<file path="src/rtl/nco_cnt_disp_gen_if.sv">
// nco_cnt_disp_gen_if: control and display bundle between the board top and the NCO counter/display block
interface nco_cnt_disp_gen_if #(
  parameter int NUM_DIGIT = 6,
  parameter int NCO_W = 32
);
  logic [NCO_W-1:0] i_nco_num;
  logic i_run;
  logic i_down;
  logic i_hex;
  logic i_clear;
  logic i_load;
  logic [4*NUM_DIGIT-1:0] i_load_val;
  logic i_blank_lz;
  logic [NUM_DIGIT-1:0] i_dp_mask;
  logic o_tick;
  logic o_wrap;
  logic [NUM_DIGIT-1:0] o_seg_enb;
  logic o_seg_dp;
  logic [6:0] o_seg;
  modport master (
    output i_nco_num, i_run, i_down, i_hex, i_clear, i_load, i_load_val, i_blank_lz, i_dp_mask,
    input o_tick, o_wrap, o_seg_enb, o_seg_dp, o_seg
  );
  modport slave (
    input i_nco_num, i_run, i_down, i_hex, i_clear, i_load, i_load_val, i_blank_lz, i_dp_mask,
    output o_tick, o_wrap, o_seg_enb, o_seg_dp, o_seg
  );
endinterface

</file>
<file path="src/rtl/nco_cnt_disp_gen.sv">
// nco_cnt_disp_gen: NCO-timed N-digit decimal/hex up/down counter driving a scanned 7-segment display
module nco_cnt_disp_gen #(
  parameter int NUM_DIGIT = 6,
  parameter int NCO_W = 32,
  parameter int SCAN_DIV = 50000
) (
  input logic clk,
  input logic rst_n,
  nco_cnt_disp_gen_if.slave bus
);
  localparam int CW = 4 * NUM_DIGIT;
  localparam int IW = $clog2(NUM_DIGIT);
  localparam int SW = $clog2(SCAN_DIV);
  localparam logic [IW-1:0] LAST_IDX = IW'(NUM_DIGIT - 1);
  localparam logic [SW-1:0] LAST_SCAN = SW'(SCAN_DIV - 1);
  logic [NCO_W-1:0] r_acc;
  logic [NCO_W:0] w_sum;
  logic r_tick, r_wrap, r_hex, r_seg_dp;
  logic [CW-1:0] r_cnt, w_step;
  logic w_cout, w_clr, w_blank;
  logic [3:0] w_max, w_dig;
  logic [IW-1:0] r_idx;
  logic [SW-1:0] r_scan;
  logic [NUM_DIGIT-1:0] r_seg_enb, w_nz;
  logic [6:0] r_seg;
  function automatic logic [6:0] seg7(input logic [3:0] d);
    case (d)
      4'h0: seg7 = 7'b1111110;
      4'h1: seg7 = 7'b0110000;
      4'h2: seg7 = 7'b1101101;
      4'h3: seg7 = 7'b1111001;
      4'h4: seg7 = 7'b0110011;
      4'h5: seg7 = 7'b1011011;
      4'h6: seg7 = 7'b1011111;
      4'h7: seg7 = 7'b1110000;
      4'h8: seg7 = 7'b1111111;
      4'h9: seg7 = 7'b1111011;
      4'ha: seg7 = 7'b1110111;
      4'hb: seg7 = 7'b0011111;
      4'hc: seg7 = 7'b1001110;
      4'hd: seg7 = 7'b0111101;
      4'he: seg7 = 7'b1001111;
      default: seg7 = 7'b1000111;
    endcase
  endfunction
  assign w_sum = {1'b0, r_acc} + {1'b0, bus.i_nco_num};
  assign w_max = bus.i_hex ? 4'hf : 4'h9;
  // a radix change invalidates the stored digits, so it acts like a clear
  assign w_clr = bus.i_clear | (bus.i_hex ^ r_hex);
  always_comb begin
    logic c;
    logic [3:0] d;
    c = 1'b1;
    w_step = r_cnt;
    for (int k = 0; k < NUM_DIGIT; k++) begin
      d = r_cnt[4*k +: 4];
      if (c && !bus.i_down) begin
        w_step[4*k +: 4] = (d >= w_max) ? 4'h0 : d + 4'h1;
        c = d >= w_max;
      end else if (c) begin
        w_step[4*k +: 4] = (d == 4'h0 || d > w_max) ? w_max : d - 4'h1;
        c = d == 4'h0;
      end
    end
    w_cout = c;
  end
  always_comb begin
    logic a;
    a = 1'b0;
    for (int k = NUM_DIGIT - 1; k >= 0; k--) begin
      a = a | (|r_cnt[4*k +: 4]);
      w_nz[k] = a;
    end
  end
  assign w_dig = r_cnt[{r_idx, 2'b00} +: 4];
  assign w_blank = bus.i_blank_lz & (r_idx != '0) & ~w_nz[r_idx];
  always_ff @(posedge clk or negedge rst_n) begin
    if (!rst_n) begin
      r_acc <= '0;
      r_tick <= 1'b0;
      r_wrap <= 1'b0;
      r_hex <= 1'b0;
      r_cnt <= '0;
      r_scan <= '0;
      r_idx <= '0;
      r_seg_enb <= '1;
      r_seg <= '0;
      r_seg_dp <= 1'b0;
    end else begin
      r_acc <= w_sum[NCO_W-1:0];
      r_tick <= w_sum[NCO_W];
      r_hex <= bus.i_hex;
      r_wrap <= ~w_clr & ~bus.i_load & r_tick & bus.i_run & w_cout;
      r_cnt <= w_clr ? '0 : bus.i_load ? bus.i_load_val : (r_tick & bus.i_run) ? w_step : r_cnt;
      r_scan <= (r_scan == LAST_SCAN) ? '0 : r_scan + SW'(1);
      r_idx <= (r_scan != LAST_SCAN) ? r_idx : (r_idx == LAST_IDX) ? '0 : r_idx + IW'(1);
      r_seg_enb <= ~(NUM_DIGIT'(1) << r_idx);
      r_seg <= w_blank ? '0 : seg7(w_dig);
      r_seg_dp <= bus.i_dp_mask[r_idx];
    end
  end
  assign bus.o_tick = r_tick;
  assign bus.o_wrap = r_wrap;
  assign bus.o_seg_enb = r_seg_enb;
  assign bus.o_seg = r_seg;
  assign bus.o_seg_dp = r_seg_dp;
endmodule
</file>
<file path="src/flat_wrapper.sv">
// flat-port wrapper written by rule: the top's interface ports become plain ports
module nco_cnt_disp_gen_flat 
#(
  parameter int NUM_DIGIT = 6,
  parameter int NCO_W = 32,
  parameter int SCAN_DIV = 50000
)
  (clk, rst_n, bus_i_nco_num, bus_i_run, bus_i_down, bus_i_hex, bus_i_clear, bus_i_load, bus_i_load_val, bus_i_blank_lz, bus_i_dp_mask, bus_o_tick, bus_o_wrap, bus_o_seg_enb, bus_o_seg_dp, bus_o_seg);
  nco_cnt_disp_gen_if #(.NUM_DIGIT(NUM_DIGIT), .NCO_W(NCO_W)) bus_i ();
  input logic clk;
  input logic rst_n;
  input wire logic [$bits(bus_i.i_nco_num)-1:0] bus_i_nco_num;
  input wire logic [$bits(bus_i.i_run)-1:0] bus_i_run;
  input wire logic [$bits(bus_i.i_down)-1:0] bus_i_down;
  input wire logic [$bits(bus_i.i_hex)-1:0] bus_i_hex;
  input wire logic [$bits(bus_i.i_clear)-1:0] bus_i_clear;
  input wire logic [$bits(bus_i.i_load)-1:0] bus_i_load;
  input wire logic [$bits(bus_i.i_load_val)-1:0] bus_i_load_val;
  input wire logic [$bits(bus_i.i_blank_lz)-1:0] bus_i_blank_lz;
  input wire logic [$bits(bus_i.i_dp_mask)-1:0] bus_i_dp_mask;
  output wire logic [$bits(bus_i.o_tick)-1:0] bus_o_tick;
  output wire logic [$bits(bus_i.o_wrap)-1:0] bus_o_wrap;
  output wire logic [$bits(bus_i.o_seg_enb)-1:0] bus_o_seg_enb;
  output wire logic [$bits(bus_i.o_seg_dp)-1:0] bus_o_seg_dp;
  output wire logic [$bits(bus_i.o_seg)-1:0] bus_o_seg;
  assign bus_i.i_nco_num = bus_i_nco_num;
  assign bus_i.i_run = bus_i_run;
  assign bus_i.i_down = bus_i_down;
  assign bus_i.i_hex = bus_i_hex;
  assign bus_i.i_clear = bus_i_clear;
  assign bus_i.i_load = bus_i_load;
  assign bus_i.i_load_val = bus_i_load_val;
  assign bus_i.i_blank_lz = bus_i_blank_lz;
  assign bus_i.i_dp_mask = bus_i_dp_mask;
  assign bus_o_tick = bus_i.o_tick;
  assign bus_o_wrap = bus_i.o_wrap;
  assign bus_o_seg_enb = bus_i.o_seg_enb;
  assign bus_o_seg_dp = bus_i.o_seg_dp;
  assign bus_o_seg = bus_i.o_seg;
  nco_cnt_disp_gen #(.NUM_DIGIT(NUM_DIGIT), .NCO_W(NCO_W), .SCAN_DIV(SCAN_DIV)) u_core (.clk(clk), .rst_n(rst_n), .bus(bus_i));
endmodule
</file>
<file path="config.mk">
export PLATFORM = sky130hd
export DESIGN_NAME = nco_cnt_disp_gen_flat
export DESIGN_NICKNAME = d
export VERILOG_FILES = /design/src/rtl/nco_cnt_disp_gen_if.sv /design/src/rtl/nco_cnt_disp_gen.sv /design/src/flat_wrapper.sv
export SDC_FILE = /design/constraint.sdc
export NUM_CORES = 1
export LEC_CHECK = 0
export BUFFER_PORTS_ARGS = -buffer_cell sky130_fd_sc_hd__buf_4
export CORE_MARGIN = 1.5
export CORE_UTILIZATION = 54
export DETAILED_ROUTE_END_ITERATION = 10
export PLACE_DENSITY = 0.77
export SYNTH_ARGS = -nofsm -noshare
export SYNTH_HDL_FRONTEND = slang
export SYNTH_SLANG_ARGS = --single-unit
</file>
<file path="constraint.sdc">
create_clock -name clk -period 2.3 [get_ports clk]
set_input_delay 0.23 -clock clk [delete_from_list [all_inputs] [get_ports clk]]
set_output_delay 0.23 -clock clk [all_outputs]
set_load 0.02 [all_outputs]
</file>
==> results.cfg, run 1 <==
[worst_setup_path]
critPathArrivalTime_ns = 2.81
crit_path_end_kind = flop
max_stage_delay_ns = 0.43
critPathLaunchType = flop
crit_top_cell = a211oi_2
crit_chain = ha_4, nand2_2, a211oi_2, nand2_1, a21boi_4, a21oi_4, o41ai_4, a211oi_2, o21bai_1, xor2_1
criticalPathCategory = reg2reg
crit_fanout = 5
crit_slowest_cell = o41ai_4
worstPathRequired_ns = 2.57

[detailed_routing]
post_drt_wl_per_cell_um = 18.92
antenna_left = 0
dr.pass1.iters = 5
drt_iter0_markers = 617
drc = 0
wl_mm = 22.25
viasPerCell = 6.086
vias = 7157

[synth]
ys_seq_area_frac = 0.3307
synth_xor_area_frac = 0.06019
synth-edff-count = 0
synth_cell_type_count = 71
postSynthCellCount = 799
netlist_area_um2 = 6984
ys_seq_elements = 92
synth_fa_ha_area_frac = 0.1247
syn_nets = 938
ys_warn_count = 0
synth_compound_area_frac = 0.2307
yosys-mux-area-fraction = 0.03225
ys.flop_type = dfrtp_1
synthArstFlopShare = 1.000
synth_top_family_by_area = compound AO/OA/AOI/OAI gates
avgSynthCellArea_um2 = 8.741
synthSimpleGateAreaFrac = 0.1779

[die]
start_util = 0.5534
core_um2 = 12620
die_height_um = 116.7
core.rowCount = 41
dieArea_um2 = 13620
die_w_um = 116.7
ios = 86

[clock_network]
cts.sinks = 92
ctsLongestPathBuffers = 2
cts_tree = yes
cts_buffers = 9
root_buffer = clkbuf_16
clk_pin_slew_ns = 0.07
clock_latency_ns = 0.36
htreeDepth = 3

[finish]
most-common-layout-cells = buf_4 (205), dfrtp_1 (84), nor2_1 (69), nand2_1 (53), a21oi_1 (53)
layout_commonest_cell = buf_4
stdcell_count = 1176
layout-drive-gt1-share = 0.3984
final_util = 0.7984
fin_area_um2 = 10080
synthToLayoutAreaGrowth_pct = 44.27
diodes = 0
nNetsFinal = 1138

[pwr]
powerDensity_nw_per_um2 = 872.5
p_leak_nw = 4.529
vdd_ir_drop_max_mv = 0.8657
finalPower_mw = 8.791

[timing]
period_share = 1.107
final-max-slew-violation-count = 0
worstMarginPinSlew_ns = 0.6618
max_freq_ghz = 0.3929
finalClockSkew_ns = 0.004670
holdWs_ns = 0.1072
worst_slack_ns = -0.2454
setup_viol = 25
fin_tns_setup_ns = -2.783
hold_violations = 0
min_period_ns = 2.545
grt_setup_unrepaired = true
relSlewSlack = 0.5578

[status]
violations = negative setup slack
run_status = complete, but fails checks

[global_routing]
grtUsageMet2 = 0.5400
track_usage = 0.3089
use_met3 = 0.06746
grt_pass1_wl_mm = 33.04
antenna_found_initial = 0
grt-busiest-layer = met2
grt-ovfl-total = 0
grt_pass1_vias = 7186
grt_max_degree = 57
grtUsageMet1 = 0.3582

[worst_hold_path]
hold_class = in2reg

[placement]
dp_cells = 1130
dpl.hpwl_mm = 14.07
globalplace.congestion = 0.9073
placed_area_um2 = 8558
io_buffer_count = 85
place_ws_ns = -0.2385

[job]
maxCapViolations = 0
-- sequential cells by signal (all words and copies together) (netlist names) --
| signal | count |
|---|---|
| u_core.bus.o_seg | 7 |
| u_core.bus.o_seg_dp | 1 |
| u_core.bus.o_seg_enb | 6 |
| u_core.bus.o_tick | 1 |
| u_core.bus.o_wrap | 1 |
| u_core.r_acc | 32 |
| u_core.r_cnt | 24 |
| u_core.r_hex | 1 |
| u_core.r_idx | 3 |
| u_core.r_scan | 16 |
-- timing repair --
| item | CTS | global route |
|---|---|---|
| pin swaps | 57 | 62 |
| setup buffers | 15 | 16 |
| endpoints found under the setup margin | 32 | 47 |
| endpoints found under the hold margin | 36 | 0 |
| cloned | 0 | 1 |
| hold buffers | 1 | 0 |
| gates resized for setup | 69 | 124 |
-- metal layers --
metal	vias to the layer above	routed length, µm
li1	3290	-
met1	3472	8538
met2	298	11310
met3	97	1360
met4	0	1043
met5	-	0
-- synthesized netlist by cell type (5+ instances only) --
cell type	count	share of area
dfrtp_1	86	0.31
nor2_1	80	0.043
a21oi_1	77	0.055
ha_1	68	0.12
nand2_1	58	0.031
inv_1	43	0.023
o21ai_0	42	0.030
xnor2_1	27	0.034
clkbuf_1	25	0.013
a21o_1	23	0.025
xor2_1	21	0.026
a211oi_1	19	0.020
nor3_1	19	0.014
nand3_1	16	0.011
nor2b_1	13	0.012
nand2b_1	12	0.011
a31oi_1	11	0.0099
a221oi_1	9	0.011
mux2i_1	9	0.013
and3_1	8	0.0072
nand4_1	8	0.0072
a22o_1	6	0.0075
dfstp_2	6	0.023
o21bai_1	6	0.0064
o31ai_1	6	0.0064
buf_2	5	0.0036
mux4_2	5	0.016
nor3b_1	5	0.0054
o211ai_1	5	0.0054
o41ai_1	5	0.0063
or3_1	5	0.0045
-- layout make-up --
| cell class | count | area, µm² |
|---|---|---|
| Tap cell | 172 | 215.2 |
| Clock inverter | 4 | 55.05 |
| Fill cell | 781 | 2544 |
| Timing Repair Buffer | 223 | 1753 |
| Inverter | 44 | 167.7 |
| Multi-Input combinational cell | 629 | 5316 |
| Sequential cell | 92 | 2312 |
| Clock buffer | 12 | 256.5 |
-- kinds of logic (layout without fill, tap and decap cells) --
family,after synthesis,after routing
DFF,92,92
buffers and inverters,78,283
muxes,16,16
AOI/OAI and AO/OA,245,245
adders and majority gates,69,69
xor gates and xnor gates,48,48
and+or+nand+nor,251,251
-- where the power goes --
| group | switching [mW] | total [mW] | leakage [nW] | internal [mW] |
|---|---|---|---|---|
| Sequential | 0.222 | 2.23 | 1.13 | 2.00 |
| Clock | 0.687 | 1.60 | 0.155 | 0.913 |
| Combinational | 2.56 | 4.97 | 3.25 | 2.41 |
-- path summary, 6_finish.rpt --
| path | cells past startpoint | to | from | slack (ns) |
|---|---|---|---|---|
| max | 10 | u_core.r_acc[31] | u_core.r_acc[7] | -0.25 |
| min | 2 | u_core.r_acc[0] | bus_i_nco_num[0] | 0.11 |
| max reg2reg | 10 | u_core.r_acc[31] | u_core.r_acc[7] | -0.25 |
| min reg2reg | 1 | u_core.r_scan[0] | u_core.r_scan[0] | 0.46 |
| max in group asynchronous | 3 | u_core.bus.o_seg_enb[1] | rst_n | 1.19 |
| min in group asynchronous | 2 | u_core.r_hex | rst_n | 0.38 |
-- critical path, delay by kind of cell (launching register included) --
kind / cells / cell delay [ns]
xor gates and xnor gates: 1 / 0.22
AOI/OAI and AO/OA: 6 / 1.32
DFF: 1 / 0.40
and+or+nand+nor: 2 / 0.21
adders and majority gates: 1 / 0.30
No activity file was read; power rests on OpenSTA's default activity.
==> inputs of run 2 (changes only) <==
--- a/config.mk
+++ b/config.mk
@@ -9,7 +9,7 @@
 export CORE_MARGIN = 1.5
 export CORE_UTILIZATION = 54
 export DETAILED_ROUTE_END_ITERATION = 10
-export PLACE_DENSITY = 0.77
+export PLACE_DENSITY = 0.79
 export SYNTH_ARGS = -nofsm -noshare
 export SYNTH_HDL_FRONTEND = slang
 export SYNTH_SLANG_ARGS = --single-unit
==> run 2 against run 1 <==
Net effect:
- the flow still finishes with violations (negative setup slack)
- final cell count increased by 1.4%
- die area unchanged
- count of clock-buffer cells in the layout increased by 1
- utilization decreased by 1.7 points
- wire length decreased by 3.6%
- via count increased by 0.80%
- sequential share of layout area increased by 0.49 points
- global-route usage decreased by 1.1 points
- maximum frequency increased by 1.7%
- first-iteration DRC count increased by 13%
- sequential cell count unchanged
==> results.cfg, run 2 (same netlist as run 1, synthesis figures left out) <==
[worst_setup_path]
r2r_start = u_core.r_cnt[13]
cp_num_cells = 12
reg2reg_slack_ns = -0.20
max_stage_delay_ns = 0.42
critPathArrivalTime_ns = 2.72
critPathLaunchType = flop
worstSetupStartpoint = u_core.r_cnt[13]
endpoint = u_core.r_cnt[23]
worst-path-buf-inv = 2
reg2reg_depth = 12
crit_family = compound AO/OA/AOI/OAI gates
crit_path_end_kind = flop
worstPathRequired_ns = 2.52
crit_chain = ha_4, a21o_1, a21oi_2, nor4b_2, buf_4, nand4_1, buf_4, o21a_1, o221ai_2, a21oi_2, a21oi_1, o31ai_1
criticalPathCategory = reg2reg
crit_fanout = 4
r2r_end = u_core.r_cnt[23]
crit_slowest_cell = dfrtp_1

[finish]
layout-drive-gt1-share = 0.3863
diodes = 0
ff_latch_area_um2 = 2311
synthToLayoutAreaGrowth_pct = 41.19
layout_commonest_cell = buf_4
fill_cells = 806
most-common-layout-cells = buf_4 (227), dfrtp_1 (85), nor2_1 (71), nand2_1 (56), a21oi_1 (54)
multiInputGateArea_um2 = 5022
nNetsFinal = 1154
largest_registers = u_core.r_acc: 32 flops, u_core.r_cnt: 24 flops, u_core.r_scan: 16 flops
regMostFlops = u_core.r_acc
largest_reg_flops = 32

[status]
run_status = complete, but fails checks
violations = negative setup slack

[die]
core_um2 = 12620
die_height_um = 116.7
dieArea_um2 = 13620
start_util = 0.5534
die_w_um = 116.7
core.rowCount = 41
ios = 86

[timing]
worstMarginPinSlew_ns = 0.6008
grt_setup_unrepaired = true
final-max-slew-violation-count = 0
worst_slack_ns = -0.2019
relSlewSlack = 0.5995
max_freq_ghz = 0.3997
setup_viol = 28
period_share = 1.088
hold_violations = 0
fin_tns_setup_ns = -2.253
min_period_ns = 2.502
finalClockSkew_ns = 0.007198

[clock_network]
ctsLongestPathBuffers = 2
clock_latency_ns = 0.36
cts_tree = yes
clk_pin_slew_ns = 0.07
cts.sinks = 92
cts_buffers = 9
root_buffer = clkbuf_16
htreeDepth = 3

[pwr]
switchingPower_mw = 3.443
p_int_mw = 5.341
vdd_ir_drop_max_mv = 0.8081
combPwrFrac = 0.576
clkPwrFrac = 0.173
powerDensity_nw_per_um2 = 890.8
switching_share = 0.3920
seq_power_share = 0.251
p_leak_nw = 4.512

[worst_hold_path]
hold_class = in2reg

[global_routing]
grt-ovfl-total = 0
track_usage = 0.2975
grt-busiest-layer = met2
grtUsageMet1 = 0.3606
use_met3 = 0.05656
grt_pass1_vias = 6901
grtUsageMet2 = 0.5189
grt_pass1_wl_mm = 32.00
antenna_found_initial = 0
grt_max_degree = 46

[placement]
io_buffer_count = 85
dpl.hpwl_mm = 13.25
globalplace.congestion = 0.9000
place_ws_ns = -0.2482

[detailed_routing]
wl_mm = 21.45
dr.pass1.iters = 6
drt_iter0_markers = 695
vias = 7214
antenna_left = 0
viasPerCell = 6.052
post_drt_wl_per_cell_um = 17.99
drc = 0

[job]
maxCapViolations = 0
-- run 2: changes by cell type in the layout (fill, tap and decap cells not counted), sizes merged --
cell | before | now
buf | 222 | 238
bufinv | 1 | 0
clkbuf | 12 | 13
clkinv | 2 | 1
clkinvlp | 0 | 1
-- run 2: routing by layer --
layer | wire (µm) | vias up
met3 | 1486 | 92
met5 | 0 | -
met2 | 10670 | 342
met1 | 8371 | 3447
met4 | 919 | 0
li1 | - | 3333
-- run 2: final cells by class --
class | instances | area share
repair buffers | 239 | 0.1873
flip-flops and latches | 92 | 0.2344
multi-input cells | 629 | 0.5093
clock inverters | 3 | 0.002792
inverters | 44 | 0.01700
clock buffers | 13 | 0.02741
well taps | 172 | 0.02182
-- run 2: timing repair --
action / in CTS / in global routing
hold buffers: 1 / 0
pin swaps: 47 / 56
resized for setup: 62 / 84
endpoints found under the setup margin: 27 / 48
hold endpoints to repair: 36 / 0
setup buffers: 26 / 20
-- run 2: through the flow --
stage	hold WS [ns]	cell area (µm²)	util	instances	power (mW)
2_1_floorplan	-0.06559	7030	-	799	4.772
3_3_place_gp	0.2757	8603	0.6817	1136	5.890
3_5_place_dp	0.2766	8603	0.6817	1136	5.992
4_1_cts	0.1132	9399	0.7448	1179	8.050
5_1_grt	0.1231	9861	0.7814	1192	9.292
6_report	0.1156	9861	0.7814	1192	8.784
-- run 2: tightest hold or removal path: cells and delay by family --
kind	cells	cell delay [ns]
AND/OR/NAND/NOR	1	0.07
AO/OA/AOI/OAI	1	0.05
buffers and inverters	1	0.08
-- run 2: worst min-delay path by stage --
stage | from | to | depth (start not counted) | slack, ns
floorplan | rst_n | u_core.bus.o_seg[0] | 0 | -0.07
global placement | rst_n | u_core.bus.o_seg[0] | 1 | 0.28
detailed placement | rst_n | u_core.bus.o_seg[0] | 1 | 0.28
CTS | bus_i_load_val[4] | u_core.r_cnt[4] | 3 | 0.11
global route | bus_i_nco_num[0] | u_core.r_acc[0] | 2 | 0.12
finish | bus_i_load_val[4] | u_core.r_cnt[4] | 3 | 0.12
-- run 2: power groups by stage --
stage / combinational, mW / sequential (mW) / clock, mW
after floorplan: 2.61 / 2.17 / 0
after global placement: 3.72 / 2.17 / 0
after detailed placement: 3.81 / 2.18 / 0
after CTS: 4.35 / 2.17 / 1.53
after global routing: 5.47 / 2.23 / 1.59
final: 5.06 / 2.20 / 1.52
